--- src/rtl/mux_rr_arb.sv ---
// -----------------------------------------------------------------------------
// mux_rr_arb
//
// N-input, WIDTH-bit registered selector with valid/ready handshakes on every
// input channel and on the single output. Each cycle the output register can
// take a word (it is empty or being drained), one requesting channel is
// granted. The choice is round-robin or fixed lowest-index-first, depending on
// mode. The winning word and its channel index are registered for the
// downstream consumer.
//
// Ports:
//   clk        rising-edge clock
//   rst_n      asynchronous active-low reset
//   mode       0 = round-robin, 1 = fixed priority (lowest index wins)
//   in_valid   [N_IN]        per-channel request
//   in_data    [N_IN*WIDTH]  channel i occupies bits [i*WIDTH +: WIDTH]
//   in_ready   [N_IN]        per-channel accept (one-hot or zero)
//   out_valid  output register holds a word
//   out_ready  downstream accept
//   out_data   [WIDTH]       selected word
//   out_sel    [SEL_W]       index of the channel that supplied out_data
// -----------------------------------------------------------------------------
module mux_rr_arb #(
    parameter int WIDTH = 4,
    parameter int N_IN  = 4,
    parameter int SEL_W = 2
) (
    input  logic                  clk,
    input  logic                  rst_n,
    input  logic                  mode,
    input  logic [N_IN-1:0]       in_valid,
    input  logic [N_IN*WIDTH-1:0] in_data,
    output logic [N_IN-1:0]       in_ready,
    output logic                  out_valid,
    input  logic                  out_ready,
    output logic [WIDTH-1:0]      out_data,
    output logic [SEL_W-1:0]      out_sel
);

    localparam int SEL_W_REQ = (N_IN > 1) ? $clog2(N_IN) : 1;

    // Catch a mismatched index width at elaboration rather than silently
    // truncating channel numbers.
    generate
        if (SEL_W != SEL_W_REQ) begin : g_bad_sel_w
            $error("mux_rr_arb: SEL_W must be max(1, clog2(N_IN))");
        end
    endgenerate

    // -------------------------------------------------------------------------
    // State
    // -------------------------------------------------------------------------
    logic             out_valid_reg;
    logic [WIDTH-1:0] out_data_reg;
    logic [SEL_W-1:0] out_sel_reg;
    logic [SEL_W-1:0] rr_ptr_reg;
    logic [SEL_W-1:0] rr_ptr_next;

    // -------------------------------------------------------------------------
    // Arbitration
    // -------------------------------------------------------------------------
    logic             load;
    logic             any_req;
    logic [N_IN-1:0]  at_or_above_ptr;
    logic [N_IN-1:0]  req_hi;
    logic             found_hi;
    logic             found_lo;
    logic [SEL_W-1:0] hi_idx;
    logic [SEL_W-1:0] lo_idx;
    logic [SEL_W-1:0] grant_idx;
    logic             transfer;
    logic [WIDTH-1:0] grant_data;

    // Output register has room when empty or when it is being drained now.
    assign load    = !out_valid_reg || out_ready;
    assign any_req = |in_valid;

    // Round-robin is done as a two-pass priority search: first among channels
    // at or above rr_ptr, and if none of those request, among all channels
    // from 0 upward. That is equivalent to a circular scan starting at rr_ptr.
    generate
        for (genvar gi = 0; gi < N_IN; gi++) begin : g_mask
            assign at_or_above_ptr[gi] = (SEL_W'(gi) >= rr_ptr_reg);
        end
    endgenerate

    assign req_hi = in_valid & at_or_above_ptr;

    always_comb begin
        found_hi = 1'b0;
        hi_idx   = '0;
        for (int i = 0; i < N_IN; i++) begin
            if (!found_hi && req_hi[i]) begin
                found_hi = 1'b1;
                hi_idx   = SEL_W'(i);
            end
        end
    end

    // Lowest requesting index overall: the fixed-priority winner and also
    // the wrap-around winner for round-robin.
    always_comb begin
        found_lo = 1'b0;
        lo_idx   = '0;
        for (int i = 0; i < N_IN; i++) begin
            if (!found_lo && in_valid[i]) begin
                found_lo = 1'b1;
                lo_idx   = SEL_W'(i);
            end
        end
    end

    always_comb begin
        grant_idx = lo_idx;
        if (!mode && found_hi) begin
            grant_idx = hi_idx;
        end
    end

    // rst_n gates the handshake so no channel sees an accept while reset is
    // held, even though the (empty) output register would otherwise load.
    assign transfer = rst_n && load && any_req;

    generate
        for (genvar gi = 0; gi < N_IN; gi++) begin : g_ready
            assign in_ready[gi] = transfer && (grant_idx == SEL_W'(gi)) && in_valid[gi];
        end
    endgenerate

    assign grant_data = in_data[int'(grant_idx)*WIDTH +: WIDTH];

    always_comb begin
        rr_ptr_next = rr_ptr_reg;
        if (transfer && !mode) begin
            if (grant_idx == SEL_W'(N_IN - 1)) begin
                rr_ptr_next = '0;
            end else begin
                rr_ptr_next = grant_idx + SEL_W'(1);
            end
        end
    end

    // -------------------------------------------------------------------------
    // Output register and round-robin pointer
    // -------------------------------------------------------------------------
    always_ff @(posedge clk or negedge rst_n) begin
        if (!rst_n) begin
            out_valid_reg <= 1'b0;
            out_data_reg  <= '0;
            out_sel_reg   <= '0;
            rr_ptr_reg    <= '0;
        end else begin
            rr_ptr_reg <= rr_ptr_next;
            if (load) begin
                if (any_req) begin
                    out_valid_reg <= 1'b1;
                    out_data_reg  <= grant_data;
                    out_sel_reg   <= grant_idx;
                end else begin
                    // Drained with nothing to replace it: data/sel keep their
                    // stale values so out_data never goes unknown.
                    out_valid_reg <= 1'b0;
                end
            end
        end
    end

    assign out_valid = out_valid_reg;
    assign out_data  = out_data_reg;
    assign out_sel   = out_sel_reg;

endmodule

--- config.mk ---
export PLATFORM = sky130hd
export DESIGN_NAME = mux_rr_arb
export DESIGN_NICKNAME = d
export VERILOG_FILES = /design/src/rtl/mux_rr_arb.sv
export SDC_FILE = /design/constraint.sdc
export NUM_CORES = 1
export LEC_CHECK = 0
export ABC_CLOCK_PERIOD_IN_PS = 1600
export BUFFER_PORTS_ARGS = -buffer_cell sky130_fd_sc_hd__buf_2
export CAP_MARGIN = 20
export CORE_MARGIN = 2
export CORE_UTILIZATION = 40
export DETAILED_ROUTE_END_ITERATION = 7
export PLACE_DENSITY = 0.73
export SLEW_MARGIN = 10
export SYNTH_ARGS = -nofsm -noshare
export SYNTH_HDL_FRONTEND = slang
export SYNTH_SLANG_ARGS = --single-unit
--- constraint.sdc ---
create_clock -name clk -period 1.6 [get_ports clk]
set_input_delay 0.08 -clock clk [delete_from_list [all_inputs] [get_ports clk]]
set_output_delay 0.08 -clock clk [all_outputs]
set_load 0.005 [all_outputs]
==> metrics.csv <==
stage,metric,value,unit
clocking,CTS root buf,clkbuf_4,
synth,"FFs w/ async S/R, synth",100.0,%
pwr,Pwr Density,973.1,nW/um^2
grt,largest net degree at the start of global routing,11,
setup_path,CP Cell Sequence,mux2i_1 > a22o_1 > a32o_2 > inv_4 > ha_4 > and3_1 > buf_2,
synth,Synth Flop Type,dfrtp_1,
pwr,peak supply drop,0.0004946,V
grt,grt peak-use layer,met2,
finish,most frequent cells in the layout,"34 x buf_2, 13 x buf_4, 8 x nor2_1, 7 x dfrtp_1, 5 x a21oi_1",
min_path,Hold Crit Endpoint,out_data[2]$_DFFE_PN0P_,
sta,RSZ-0062 raised after global routing,true,
setup_path,CP Class,reg2out,
synth,Mapped Avg Cell Area,9.038,sq um
setup_path,crit-path max FO,4,
floorplan,Initial Util,43.55,%
synth,Yosys warnings,0,
routing,routed via count,909,
sta,final slew viol count,0,
finish,Area Overhead vs Synth,52.93,%
floorplan,Die W,47.83,microns
grt,routing usage on met1,34.94,%
clocking,CTS sink cnt,9,
min_path,hold_sp,in_data[2],
setup_path,slowest CP cell,dfrtp_2,
synth,sequential share of the synthesized area,29.32,%
floorplan,die area,2287,sq um
synth,post-synthesis instance total,85,
floorplan,die height,47.83,microns
pwr,static leakage,0.5627,nW
min_path,Hold Path Stages,3,
routing,WL/cell,15.04,microns
synth,"top cells by area, synth","dfrtp_1 29%, ha_1 6.5%, o41ai_2 6.4%, nor2_1 4.4%, o211ai_1 3.9%",
outcome,outcome,finished with violations,
finish,Post-Route Utilization,66.60,%
grt,first-pass GRT wire length,3829,microns
floorplan,row cnt,15,
grt,GR Util All Layers,24.38,%
sta,final hold viol count,0,
setup_path,Crit path arrival time,1.81,ns
synth,post-synth top area share,29.32,%
synth,"area leader, netlist",dfrtp_1,
grt,GRT overflow,0,
routing,drt first pass iters,4,
routing,DRT antenna net count,0,
clocking,CTS Buffer Depth,2,
sta,setup violators final,8,
sta,clk_skew,0.008663,ns
sta,Final min period,1.885,ns
setup_path,R2R Path End,out_data[1]$_DFFE_PN0P_,
outcome,failing checks,setup timing,
sta,Final period util,117.8,%
sta,WHS,0.06814,ns
run,Max Cap Viol,0,
sta,Max-slew headroom,74.69,%
setup_path,CP top delay family,compound AO/OA/AOI/OAI gates,
finish,number of fill cells in the layout,140,
clocking,H-tree depth,1,
sta,final setup margin,-0.2850,ns
grt,GR Layer Usage met3,3.396,%
placement,dpl hpwl,1706,microns
clocking,CTS Buf Count,3,
routing,WL final,2422,microns
setup_path,"Req. time, crit path",1.52,ns
grt,GR Layer Usage met2,37.07,%
setup_path,worst reg2reg path startpoint,rr_ptr_reg[1]$_DFFE_PN0P_,
setup_path,CP Capture Type,primary output,
sta,post-route setup TNS,-1.678,ns
setup_path,worst r2r path cells,6,
finish,share of post-route cells with drive strength above 1,57.35,%
routing,DRC viols,0,
finish,"commonest non-fill, non-tap cell in the layout",buf_2,
synth,Netlist cell types,33,
min_path,HP Class,in2reg,
synth,synthesized area,768.2,sq um
placement,IO buf count,34,
sta,Achievable Freq,0.5305,GHz
floorplan,# IOs,35,
synth,Yosys reg bits,9,
synth,"EDFF count, synth",0,
grt,antenna violations before repair,0,
placement,DP Cell Count,152,
setup_path,FF-to-FF setup slack,-0.19,ns
finish,fin nets,165,
finish,Antenna Cells,0,
routing,DR vias/cell,5.646,
finish,max reg flops,4,
setup_path,CP Buf/Inv Count,2,
clocking,clk slew on worst S/H paths,0.08,ns
synth,syn nets,113,
routing,initial drt markers,22,
placement,GPL Wtd Cong,0.8559,
grt,vias in the first global route,826,
clocking,CTS tree,built,
setup_path,Startpoint Class,flop,
setup_path,Slowest Stage Delay on Critical Path,0.46,ns
floorplan,core footprint,1764,sq um
finish,non-filler cells in the finished layout,161,
sta,Worst-Margin Slew,0.3775,ns
clocking,worst-skew pair later-pin latency,0.28,ns
cells by family after synthesis:
kind of cell | count (synthesis) | share of synthesized area (%)
mux | 1 | 1.303
buf+inv | 9 | 5.375
fa+ha+maj | 4 | 6.515
flops | 9 | 29.32
compound gates | 28 | 32.57
simple gates | 34 | 24.92
cells in the mapped netlist, drive strengths merged, types with 3 or more instances:
library cell  n
a21oi         5
a31oi         3
and3          4
dfrtp         9
ha            4
inv           7
nand2         5
nor2          9
nor2b         3
nor3          4
nor4          3
o211ai        5
o21ai         3
o41ai         3
per-layer routing:
metal | wire length, microns | part of all wire (%)
met5 | 0 | 0
met4 | 36 | 1.5
met2 | 1151 | 48
met1 | 1040 | 43
met3 | 194 | 8.0
worst min-delay path, delay by kind of cell:
kind / cells / cell delay, ns
buf+inv: 1 / 0.08
compound gates: 2 / 0.15
what timing repair did:
action	in CTS	in global routing
pin swaps	8	2
hold endpoints to repair	9	0
setup endpoints to repair	8	10
buffers inserted	3	1
hold buffers	1	0
resized for setup	12	6
area by class of cell:
type | instances | area, sq um | share of cell area [%]
clock buffer | 4 | 26.28 | 2.236
inverter | 7 | 28.78 | 2.449
multi-input combinational | 67 | 563.0 | 47.92
sequential | 9 | 227.7 | 19.38
tap | 25 | 31.28 | 2.662
timing repair buffer | 49 | 297.8 | 25.35
stage by stage:
step / instance area [sq um] / power, mW / setup WS, ns
after floorplan: 787.0 / 0.6398 / 0.005615
after global placement: 1061 / 0.8450 / 0.02628
after detailed placement: 1061 / 0.8655 / -0.04968
after CTS: 1151 / 1.109 / -0.2731
after global routing: 1175 / 1.211 / -0.3265
final: 1175 / 1.143 / -0.2850
power breakdown:
part / internal (mW) / leakage, nW / switching (mW)
Combinational: 0.305 / 0.446 / 0.295
Clock: 0.0966 / 0.0150 / 0.100
Sequential: 0.293 / 0.102 / 0.0528
Total: 0.695 / 0.563 / 0.448
how the worst max path moves through the flow:
stage,end,start,cells past startpoint,slack (ns)
2_1_floorplan,rr_ptr_reg[1]$_DFFE_PN0P_,rr_ptr_reg[0]$_DFFE_PN0P_,8,0.006
3_3_place_gp,rr_ptr_reg[1]$_DFFE_PN0P_,rr_ptr_reg[0]$_DFFE_PN0P_,8,0.03
3_5_place_dp,out_data[3]$_DFFE_PN0P_,rr_ptr_reg[0]$_DFFE_PN0P_,5,-0.05
4_1_cts,in_ready[0],rr_ptr_reg[1]$_DFFE_PN0P_,6,-0.27
6_report,in_ready[1],rr_ptr_reg[1]$_DFFE_PN0P_,7,-0.29
5_1_grt,in_ready[1],rr_ptr_reg[1]$_DFFE_PN0P_,7,-0.33
Power figures use the tool's default switching activity.
